==> config.mk <==
export PLATFORM = sky130hd
export DESIGN_NAME = uart_tx_serializer_flat
export DESIGN_NICKNAME = d
export VERILOG_FILES = /design/src/rtl/uart_tx_serializer_if.sv /design/src/rtl/uart_tx_serializer.sv /design/src/flat_wrapper.sv
export SDC_FILE = /design/constraint.sdc
export NUM_CORES = 1
export LEC_CHECK = 0
export CAP_MARGIN = 15
export CORE_MARGIN = 4
export CORE_UTILIZATION = 45
export CTS_BUF_LIST = sky130_fd_sc_hd__clkbuf_16
export CTS_CLUSTER_DIAMETER = 100
export DETAILED_ROUTE_END_ITERATION = 12
export GPL_ROUTABILITY_DRIVEN = 1
export GPL_TIMING_DRIVEN = 0
export PLACE_DENSITY_LB_ADDON = 0.08
export SLEW_MARGIN = 20
export SYNTH_ARGS = -nofsm -noshare
export SYNTH_HDL_FRONTEND = slang
export SYNTH_SLANG_ARGS = --single-unit
==> constraint.sdc <==
create_clock -name clk -period 2.5 [get_ports clk]
set_input_delay 0.5 -clock clk [delete_from_list [all_inputs] [get_ports clk]]
set_output_delay 0.5 -clock clk [all_outputs]
set_load 0.03 [all_outputs]
==> src/rtl/uart_tx_serializer_if.sv <==
// Bundles the selector-facing and line-facing signals of the UART transmit serializer.
// master: the side that supplies bytes and ticks; slave: the serializer itself.
interface uart_tx_serializer_if #(
   parameter int unsigned DATA_BITS = 8
);

   logic                 s_tick;
   logic [DATA_BITS-1:0] data;
   logic                 not_empty;
   logic                 tx;
   logic                 tx_done;
   logic                 busy;

   modport master (
      output s_tick,
      output data,
      output not_empty,
      input  tx,
      input  tx_done,
      input  busy
   );

   modport slave (
      input  s_tick,
      input  data,
      input  not_empty,
      output tx,
      output tx_done,
      output busy
   );

endinterface

==> src/rtl/uart_tx_serializer.sv <==
// UART transmit serializer: latches one byte from the FIFO selector and shifts it out LSB-first
// as a start/data/(parity)/stop frame timed by the 16x oversampling tick. tx_done pulses once per
// frame and doubles as the selector pop; a short HOLD phase afterwards covers the selector's
// pop latency so the byte just sent is not picked up again.
// Optional feature: define UART_TX_PARITY_EN to insert an even-parity bit before the stop bit.
module uart_tx_serializer #(
   parameter int unsigned DATA_BITS = 8,
   parameter int unsigned SB_TICK   = 16,
   parameter int unsigned HOLDOFF   = 3
) (
   input logic                 clk,
   input logic                 rst,
   uart_tx_serializer_if.slave bus
);

   // Tick counter must also reach SB_TICK-1 for 1.5/2 stop-bit settings.
   localparam int unsigned SW = (SB_TICK > 16) ? $clog2(SB_TICK) : 4;
   localparam int unsigned NW = (DATA_BITS > 1) ? $clog2(DATA_BITS) : 1;
   localparam int unsigned HW = (HOLDOFF > 1) ? $clog2(HOLDOFF) : 1;

   localparam logic [SW-1:0] BitLast  = SW'(15);
   localparam logic [SW-1:0] StopLast = SW'(SB_TICK - 1);
   localparam logic [NW-1:0] DataLast = NW'(DATA_BITS - 1);
   localparam logic [HW-1:0] HoldLast = HW'(HOLDOFF - 1);

   typedef enum logic [2:0] {
      StIdle,
      StStart,
      StData,
`ifdef UART_TX_PARITY_EN
      StParity,
`endif
      StStop,
      StHold
   } state_e;

   state_e               state_q, state_d;
   logic [SW-1:0]        s_q, s_d;
   logic [NW-1:0]        n_q, n_d;
   logic [HW-1:0]        h_q, h_d;
   logic [DATA_BITS-1:0] b_q, b_d;
   logic                 tx_q, tx_d;
   logic                 done_q, done_d;
   logic                 busy_q, busy_d;
`ifdef UART_TX_PARITY_EN
   logic                 par_q, par_d;
`endif

   // State, counters, shift register and registered outputs.
   always_ff @(posedge clk) begin
      if (rst) begin
         state_q <= StIdle;
         s_q     <= '0;
         n_q     <= '0;
         h_q     <= '0;
         b_q     <= '0;
         tx_q    <= 1'b1;
         done_q  <= 1'b0;
         busy_q  <= 1'b0;
`ifdef UART_TX_PARITY_EN
         par_q   <= 1'b0;
`endif
      end else begin
         state_q <= state_d;
         s_q     <= s_d;
         n_q     <= n_d;
         h_q     <= h_d;
         b_q     <= b_d;
         tx_q    <= tx_d;
         done_q  <= done_d;
         busy_q  <= busy_d;
`ifdef UART_TX_PARITY_EN
         par_q   <= par_d;
`endif
      end
   end

   // Next-state, counter updates, and output values derived from the state being entered.
   always_comb begin
      state_d = state_q;
      s_d     = s_q;
      n_d     = n_q;
      h_d     = h_q;
      b_d     = b_q;
      done_d  = 1'b0;
`ifdef UART_TX_PARITY_EN
      par_d   = par_q;
`endif

      unique case (state_q)
         StIdle: begin
            // Start does not wait for a tick; the byte is latched exactly once here.
            if (bus.not_empty) begin
               b_d     = bus.data;
               s_d     = '0;
`ifdef UART_TX_PARITY_EN
               par_d   = ^bus.data;
`endif
               state_d = StStart;
            end
         end
         StStart: begin
            if (bus.s_tick) begin
               if (s_q == BitLast) begin
                  s_d     = '0;
                  n_d     = '0;
                  state_d = StData;
               end else begin
                  s_d = s_q + SW'(1);
               end
            end
         end
         StData: begin
            if (bus.s_tick) begin
               if (s_q == BitLast) begin
                  b_d = b_q >> 1;
                  s_d = '0;
                  if (n_q == DataLast) begin
`ifdef UART_TX_PARITY_EN
                     state_d = StParity;
`else
                     state_d = StStop;
`endif
                  end else begin
                     n_d = n_q + NW'(1);
                  end
               end else begin
                  s_d = s_q + SW'(1);
               end
            end
         end
`ifdef UART_TX_PARITY_EN
         StParity: begin
            if (bus.s_tick) begin
               if (s_q == BitLast) begin
                  s_d     = '0;
                  state_d = StStop;
               end else begin
                  s_d = s_q + SW'(1);
               end
            end
         end
`endif
         StStop: begin
            if (bus.s_tick) begin
               if (s_q == StopLast) begin
                  s_d     = '0;
                  h_d     = '0;
                  done_d  = 1'b1;
                  state_d = StHold;
               end else begin
                  s_d = s_q + SW'(1);
               end
            end
         end
         StHold: begin
            // Counts raw clocks so the holdoff tracks the selector's pop latency, not baud.
            if (h_q == HoldLast) begin
               state_d = StIdle;
            end else begin
               h_d = h_q + HW'(1);
            end
         end
         default: begin
            state_d = StIdle;
         end
      endcase

      tx_d = 1'b1;
      case (state_d)
         StStart:  tx_d = 1'b0;
         StData:   tx_d = b_d[0];
`ifdef UART_TX_PARITY_EN
         StParity: tx_d = par_d;
`endif
         default:  tx_d = 1'b1;
      endcase

      busy_d = (state_d != StIdle);
   end

   assign bus.tx      = tx_q;
   assign bus.tx_done = done_q;
   assign bus.busy    = busy_q;

endmodule

==> src/flat_wrapper.sv <==
// flat-port wrapper written by rule: the top's interface ports become plain ports
module uart_tx_serializer_flat 
#(
   parameter int unsigned DATA_BITS = 8,
   parameter int unsigned SB_TICK   = 16,
   parameter int unsigned HOLDOFF   = 3
)
  (clk, rst, bus_s_tick, bus_data, bus_not_empty, bus_tx, bus_tx_done, bus_busy);
  uart_tx_serializer_if #(.DATA_BITS(DATA_BITS)) bus_i ();
  input logic clk;
  input logic rst;
  input wire logic [$bits(bus_i.s_tick)-1:0] bus_s_tick;
  input wire logic [$bits(bus_i.data)-1:0] bus_data;
  input wire logic [$bits(bus_i.not_empty)-1:0] bus_not_empty;
  output wire logic [$bits(bus_i.tx)-1:0] bus_tx;
  output wire logic [$bits(bus_i.tx_done)-1:0] bus_tx_done;
  output wire logic [$bits(bus_i.busy)-1:0] bus_busy;
  assign bus_i.s_tick = bus_s_tick;
  assign bus_i.data = bus_data;
  assign bus_i.not_empty = bus_not_empty;
  assign bus_tx = bus_i.tx;
  assign bus_tx_done = bus_i.tx_done;
  assign bus_busy = bus_i.busy;
  uart_tx_serializer #(.DATA_BITS(DATA_BITS), .SB_TICK(SB_TICK), .HOLDOFF(HOLDOFF)) u_core (.clk(clk), .rst(rst), .bus(bus_i));
endmodule
==> results of run 1 <==
stage by stage:
stage                     setup WS [ns]  util (%)  cells
after floorplan                  0.6782         -    130
after global placement           0.2012     56.81    172
after detailed placement         0.2032     56.81    172
after CTS                        0.4649     60.24    176
after global routing             0.3038     60.24    176
final                            0.4644     60.24    176
final cells by class:
| cell class | count | area [um^2] |
|---|---|---|
| multi-input cells | 94 | 613.1 |
| inverters | 6 | 22.52 |
| fillers | 213 | 913.4 |
| plain buffers | 7 | 33.78 |
| clock buffers | 3 | 75.07 |
| repair buffers | 14 | 140.1 |
| well taps | 28 | 35.03 |
| flip-flops and latches | 23 | 460.4 |
| clock inverters | 1 | 3.754 |
cell usage after synthesis (all sizes together):
cell type,n,area share [%]
dfxtp,23,41
a21oi,15,6.6
nand2,13,4.3
nor2,12,4.0
a22oi,7,4.7
clkbuf,6,2.0
inv,6,2.0
a32oi,4,3.1
ha,4,4.4
nand3,3,1.3
a21o,2,1.3
a31oi,2,1.1
and2,2,1.1
nand3b,2,1.3
nand4b,2,1.6
nor2b,2,1.1
o2111ai,2,1.6
o211ai,2,1.3
or4b,2,2.1
a2111oi,1,0.78
a211oi,1,0.66
a2bb2oi,1,0.78
a311o,1,0.89
and3,1,0.55
and4,1,0.78
and4bb,1,1.1
buf,1,1.0
mux2i,1,0.89
nand2b,1,0.55
nand4,1,0.55
nor3,1,0.44
nor3b,1,0.66
nor4,1,0.55
nor4b,1,0.78
o21a,1,1.3
o21ai,1,0.44
o21ba,1,0.89
o31ai,1,0.66
cells by family (layout without fill, tap and decap cells):
logic type / after synthesis / after routing / synth area share, %
compound gates: 42 / 42 / 26.13
fa+ha+maj: 4 / 4 / 4.430
buf+inv: 13 / 31 / 4.983
flops: 23 / 23 / 40.75
mux: 1 / 1 / 0.8860
simple gates: 47 / 47 / 22.81
routing by layer:
metal / global-route usage (%) / up-vias / routed length [um]
met3: 5.345 / 4 / 121
met5: 0 / - / 0
met4: 5.960 / 0 / 40
met1: 19.03 / 493 / 1143
met2: 29.68 / 21 / 1235
li1: - / 520 / -
report_power, final:
| part | internal, mW | switching, mW |
|---|---|---|
| Combinational | 0.0386 | 0.0417 |
| Sequential | 0.379 | 0.00793 |
| Clock | 0.213 | 0.126 |
worst min path at each step:
| stage | endpoint | slack, ns | from |
|---|---|---|---|
| 4_1_cts | u_core.b_q[6] | 0.46 | u_core.b_q[6] |
| 5_1_grt | u_core.b_q[5] | 0.48 | u_core.b_q[5] |
| 6_report | u_core.h_q[1] | 0.46 | u_core.h_q[1] |
| 3_5_place_dp | u_core.b_q[6] | 0.45 | u_core.b_q[6] |
| 2_1_floorplan | u_core.h_q[1] | 0.44 | u_core.h_q[1] |
| 3_3_place_gp | u_core.b_q[2] | 0.44 | u_core.b_q[2] |
critical path, cell delays in order:
cell	delay [ns]
clkdlybuf4s50_1	0.53
nor4b_1	0.32
clkbuf_1	0.41
a21oi_1	0.18
a32oi_1	0.18
nor2_1	0.05
registers in the layout, indices dropped and copies added, names as in the netlist:
name / flops
u_core.b_q: 8
u_core.bus.busy: 1
u_core.bus.tx: 1
u_core.bus.tx_done: 1
u_core.h_q: 2
u_core.n_q: 3
u_core.s_q: 4
u_core.state_q: 3
==> results.ini, run 1 <==
[setup_path]
crit_start=bus_not_empty
crit_fanout=10
critical_path_class=primary input to flop
rrSetupSlack_ns=0.57
cp.required_ns=2.63
reg2reg_to=u_core.s_q[1]
endpoint=u_core.s_q[1]
worstRegToRegCells=6
critical_path.startpoint_type=primary input
timing.rr.start=u_core.state_q[1]
cp.arrival_ns=2.17
crit_path_end_kind=flop

[drt]
routedWlPerCell_um=14.44
vias_per_cell=5.898
first_pass_iters=4
post-route-drc-count=0
vias=1038
wirelength_um=2542
ant_nets=0
drtIter0Drc=42

[logic_synthesis]
synth_area_um2=1130
syn_inst=130
synth_sequential_area_ratio_pct=40.75
yosysWarnings=0
ys_ff_latch=23
yosys.cell_types.count=39
synth_area_per_cell_um2=8.691
synth_nets=146

[global_route]
grt_usage_pct=16.88
antenna_found_initial=0
grt_start_max_net_pins=13
grt_pass1_vias=982
grt_pass1_wl_um=4333
overflow=0

[timing]
hold_slack_ns=0.4574
finalSetupTns_ns=0
relSlewSlack_pct=61.96
fmax_mhz=491.3
rsz0062_at_grt=false
finalMaxSlewViolations=0
fin_crit_ns=2.036
hold_viol=0
period_share_pct=81.42
tightest_slew_ns=0.5707
setup_viol=0
finalClockSkew_ns=0.004281

[clocking]
cts.sinks=23
htree_levels=1
hold_buffers=0
clock_latency_ns=0.26
path_clk_slew_ns=0.06
cts_root_buf=clkbuf_16
cts_resized=0
cts_tree=yes
post-cts-setup-buffers=0
clockBufferDepth=2
numCtsBuffers=3

[cells_and_area]
antenna_cells=0
nNetsFinal=165
final_common_cell=dfxtp_1
syn_to_final_growth_pct=22.48
stdcell_area_um2=1384
drive_gt1_share_pct=5.405
final_cell_mix=dfxtp_1, a21oi_1, clkdlybuf4s50_1

[floorplan]
core_um2=2297
die-height_um=58.11
die_width_um=58.11
dieArea_um2=3376
initial_core_util_pct=49.18
num_rows=17
ios=15

[hold_path]
hold_depth=2
hp-class=flop to flop

[place]
dpl-instance-area_um2=1305
port_buffers=14
gp_congestion=0.7496
hpwl_um=1783

[job]
maxCapViolations=0

[run_status]
status=completed

[power_and_ir_drop]
irDropWorstVdd_v=0.0005173
p_per_area_nw_per_um2=583.2
p_leak_nw=0.4901
finalPower_mw=0.8071

No activity file was read; power rests on OpenSTA's default activity.
==> run 2, diff against run 1 <==
- clock period: 2.5 -> 2.05 ns (I/O delays scaled with it)
==> run 2 against run 1 <==
Sequential share of layout area shrank 0.060 points. Clock power is 22% higher. Power grew 22%. Clock skew down 0.00068 ns. Die area stayed put. Flip-flop and latch count is the same. Critical path type unchanged. Critical endpoint is now u_core.bus.tx. Largest power group unchanged.
==> results.ini, run 2 (synthesis gave the netlist of run 1 again) <==
[run_status]
status=completed

[clocking]
cts_resized=0
numCtsBuffers=3
hold_buffers=0
cts_root_buf=clkbuf_16
htree_levels=1
cts_tree=yes
clock_latency_ns=0.26
post-cts-setup-buffers=0
path_clk_slew_ns=0.06
cts.sinks=23
clockBufferDepth=2

[cells_and_area]
syn_to_final_growth_pct=22.70
antenna_cells=0
nNetsFinal=165
largest-register=u_core.b_q
largest_reg_flops=8
final_util_pct=60.35
final_cell_mix=dfxtp_1, a21oi_1, clkdlybuf4s50_1
drive_gt1_share_pct=6.757
final_common_cell=dfxtp_1
top_regs=u_core.b_q: 8 flops, u_core.s_q: 4 flops

[timing]
relSlewSlack_pct=63.01
period_share_pct=93.33
fmax_mhz=522.7
finalSetupTns_ns=0
rsz0062_at_grt=false
tightest_slew_ns=0.5549
setup_viol=0
finalClockSkew_ns=0.003604
hold_slack_ns=0.4547
finalMaxSlewViolations=0
hold_viol=0
fin_crit_ns=1.913

[floorplan]
die-height_um=58.11
die_width_um=58.11
ios=15
dieArea_um2=3376
core_um2=2297
initial_core_util_pct=49.18
num_rows=17

[setup_path]
worst-path-stages=5
crit_slowest_cell=clkdlybuf4s50_1
crit_buf_inv=1
rrSetupSlack_ns=0.15
crit_path_end_kind=flop
reg2reg_to=u_core.h_q[1]
critPathMaxStageDelay_ns=0.54
crit_chain=clkdlybuf4s50_1 -> and4bb_2 -> and2_1 -> a2111oi_0 -> a2bb2oi_1
crit_fanout=8
timing.rr.start=u_core.h_q[0]
crit_family=compound AO/OA/AOI/OAI gates
cp.required_ns=2.17
worstRegToRegCells=6
cp.arrival_ns=2.03
critical_path_class=primary input to flop
critical_path.startpoint_type=primary input

[job]
maxCapViolations=0

[place]
gp_congestion=0.7496
hpwl_um=1783
port_buffers=14

[global_route]
grt_pass1_wl_um=4333
antenna_found_initial=0
grt_start_max_net_pins=13
overflow=0
grt_pass1_vias=982
grt_usage_pct=16.88

[drt]
drtIter0Drc=41
first_pass_iters=4
routedWlPerCell_um=14.49
vias_per_cell=5.886
wirelength_um=2551
vias=1036
ant_nets=0
post-route-drc-count=0

[power_and_ir_drop]
p_leak_nw=0.4967
irDropWorstVdd_v=0.0006305
p_per_area_nw_per_um2=710.1
finalPower_mw=0.9844

[hold_path]
hold_depth=2
hold_end=u_core.b_q[5]
hp-class=flop to flop
hold_start=u_core.b_q[5]

run 2: cell counts in the layout (fill, tap and decap cells not counted):
No cell type changed its count.
run 2: final cells by class:
class | count | area [um^2]
buffer | 7 | 36.28
clock inverter | 1 | 3.754
multi-input combinational | 94 | 613.1
fill | 211 | 910.9
timing repair buffer | 14 | 140.1
inverter | 6 | 22.52
tap | 28 | 35.03
clock buffer | 3 | 75.07
sequential | 23 | 460.4
run 2: layer usage:
layer  part of all wire, %  wire, um  track usage (%)
met5                     0         0                0
met4                   1.6        40            5.960
met3                   5.4       138            5.345
met2                    48      1233            29.68
met1                    45      1138            19.03
run 2: worst max-delay path by stage:
| stage | start | end |
|---|---|---|
| 2_1_floorplan | u_core.h_q[0] | u_core.h_q[1] |
| 3_3_place_gp | bus_not_empty | u_core.s_q[1] |
| 3_5_place_dp | bus_s_tick | u_core.b_q[3] |
| 4_1_cts | bus_s_tick | u_core.b_q[3] |
| 5_1_grt | bus_s_tick | u_core.bus.tx |
| 6_report | bus_s_tick | u_core.bus.tx |
run 2: per-stage QoR:
| stage | setup slack [ns] | instances | area, um^2 |
|---|---|---|---|
| after floorplan | 0.2282 | 130 | 1130 |
| after global placement | -0.1588 | 172 | 1305 |
| after detailed placement | -0.1568 | 172 | 1305 |
| after CTS | 0.1049 | 176 | 1384 |
| after global routing | 0.01401 | 176 | 1386 |
| final | 0.1367 | 176 | 1386 |
run 2: tightest hold or removal path, stage by stage, from the launching register on:
cell,delay [ns]
dfxtp_1,0.31
nand2_1,0.05
a21oi_1,0.05
run 2: where the power goes:
part / switching, mW / internal [mW] / total, mW
sequential: 0.00975 / 0.462 / 0.472
clock: 0.154 / 0.260 / 0.414
combinational: 0.0511 / 0.0474 / 0.0985
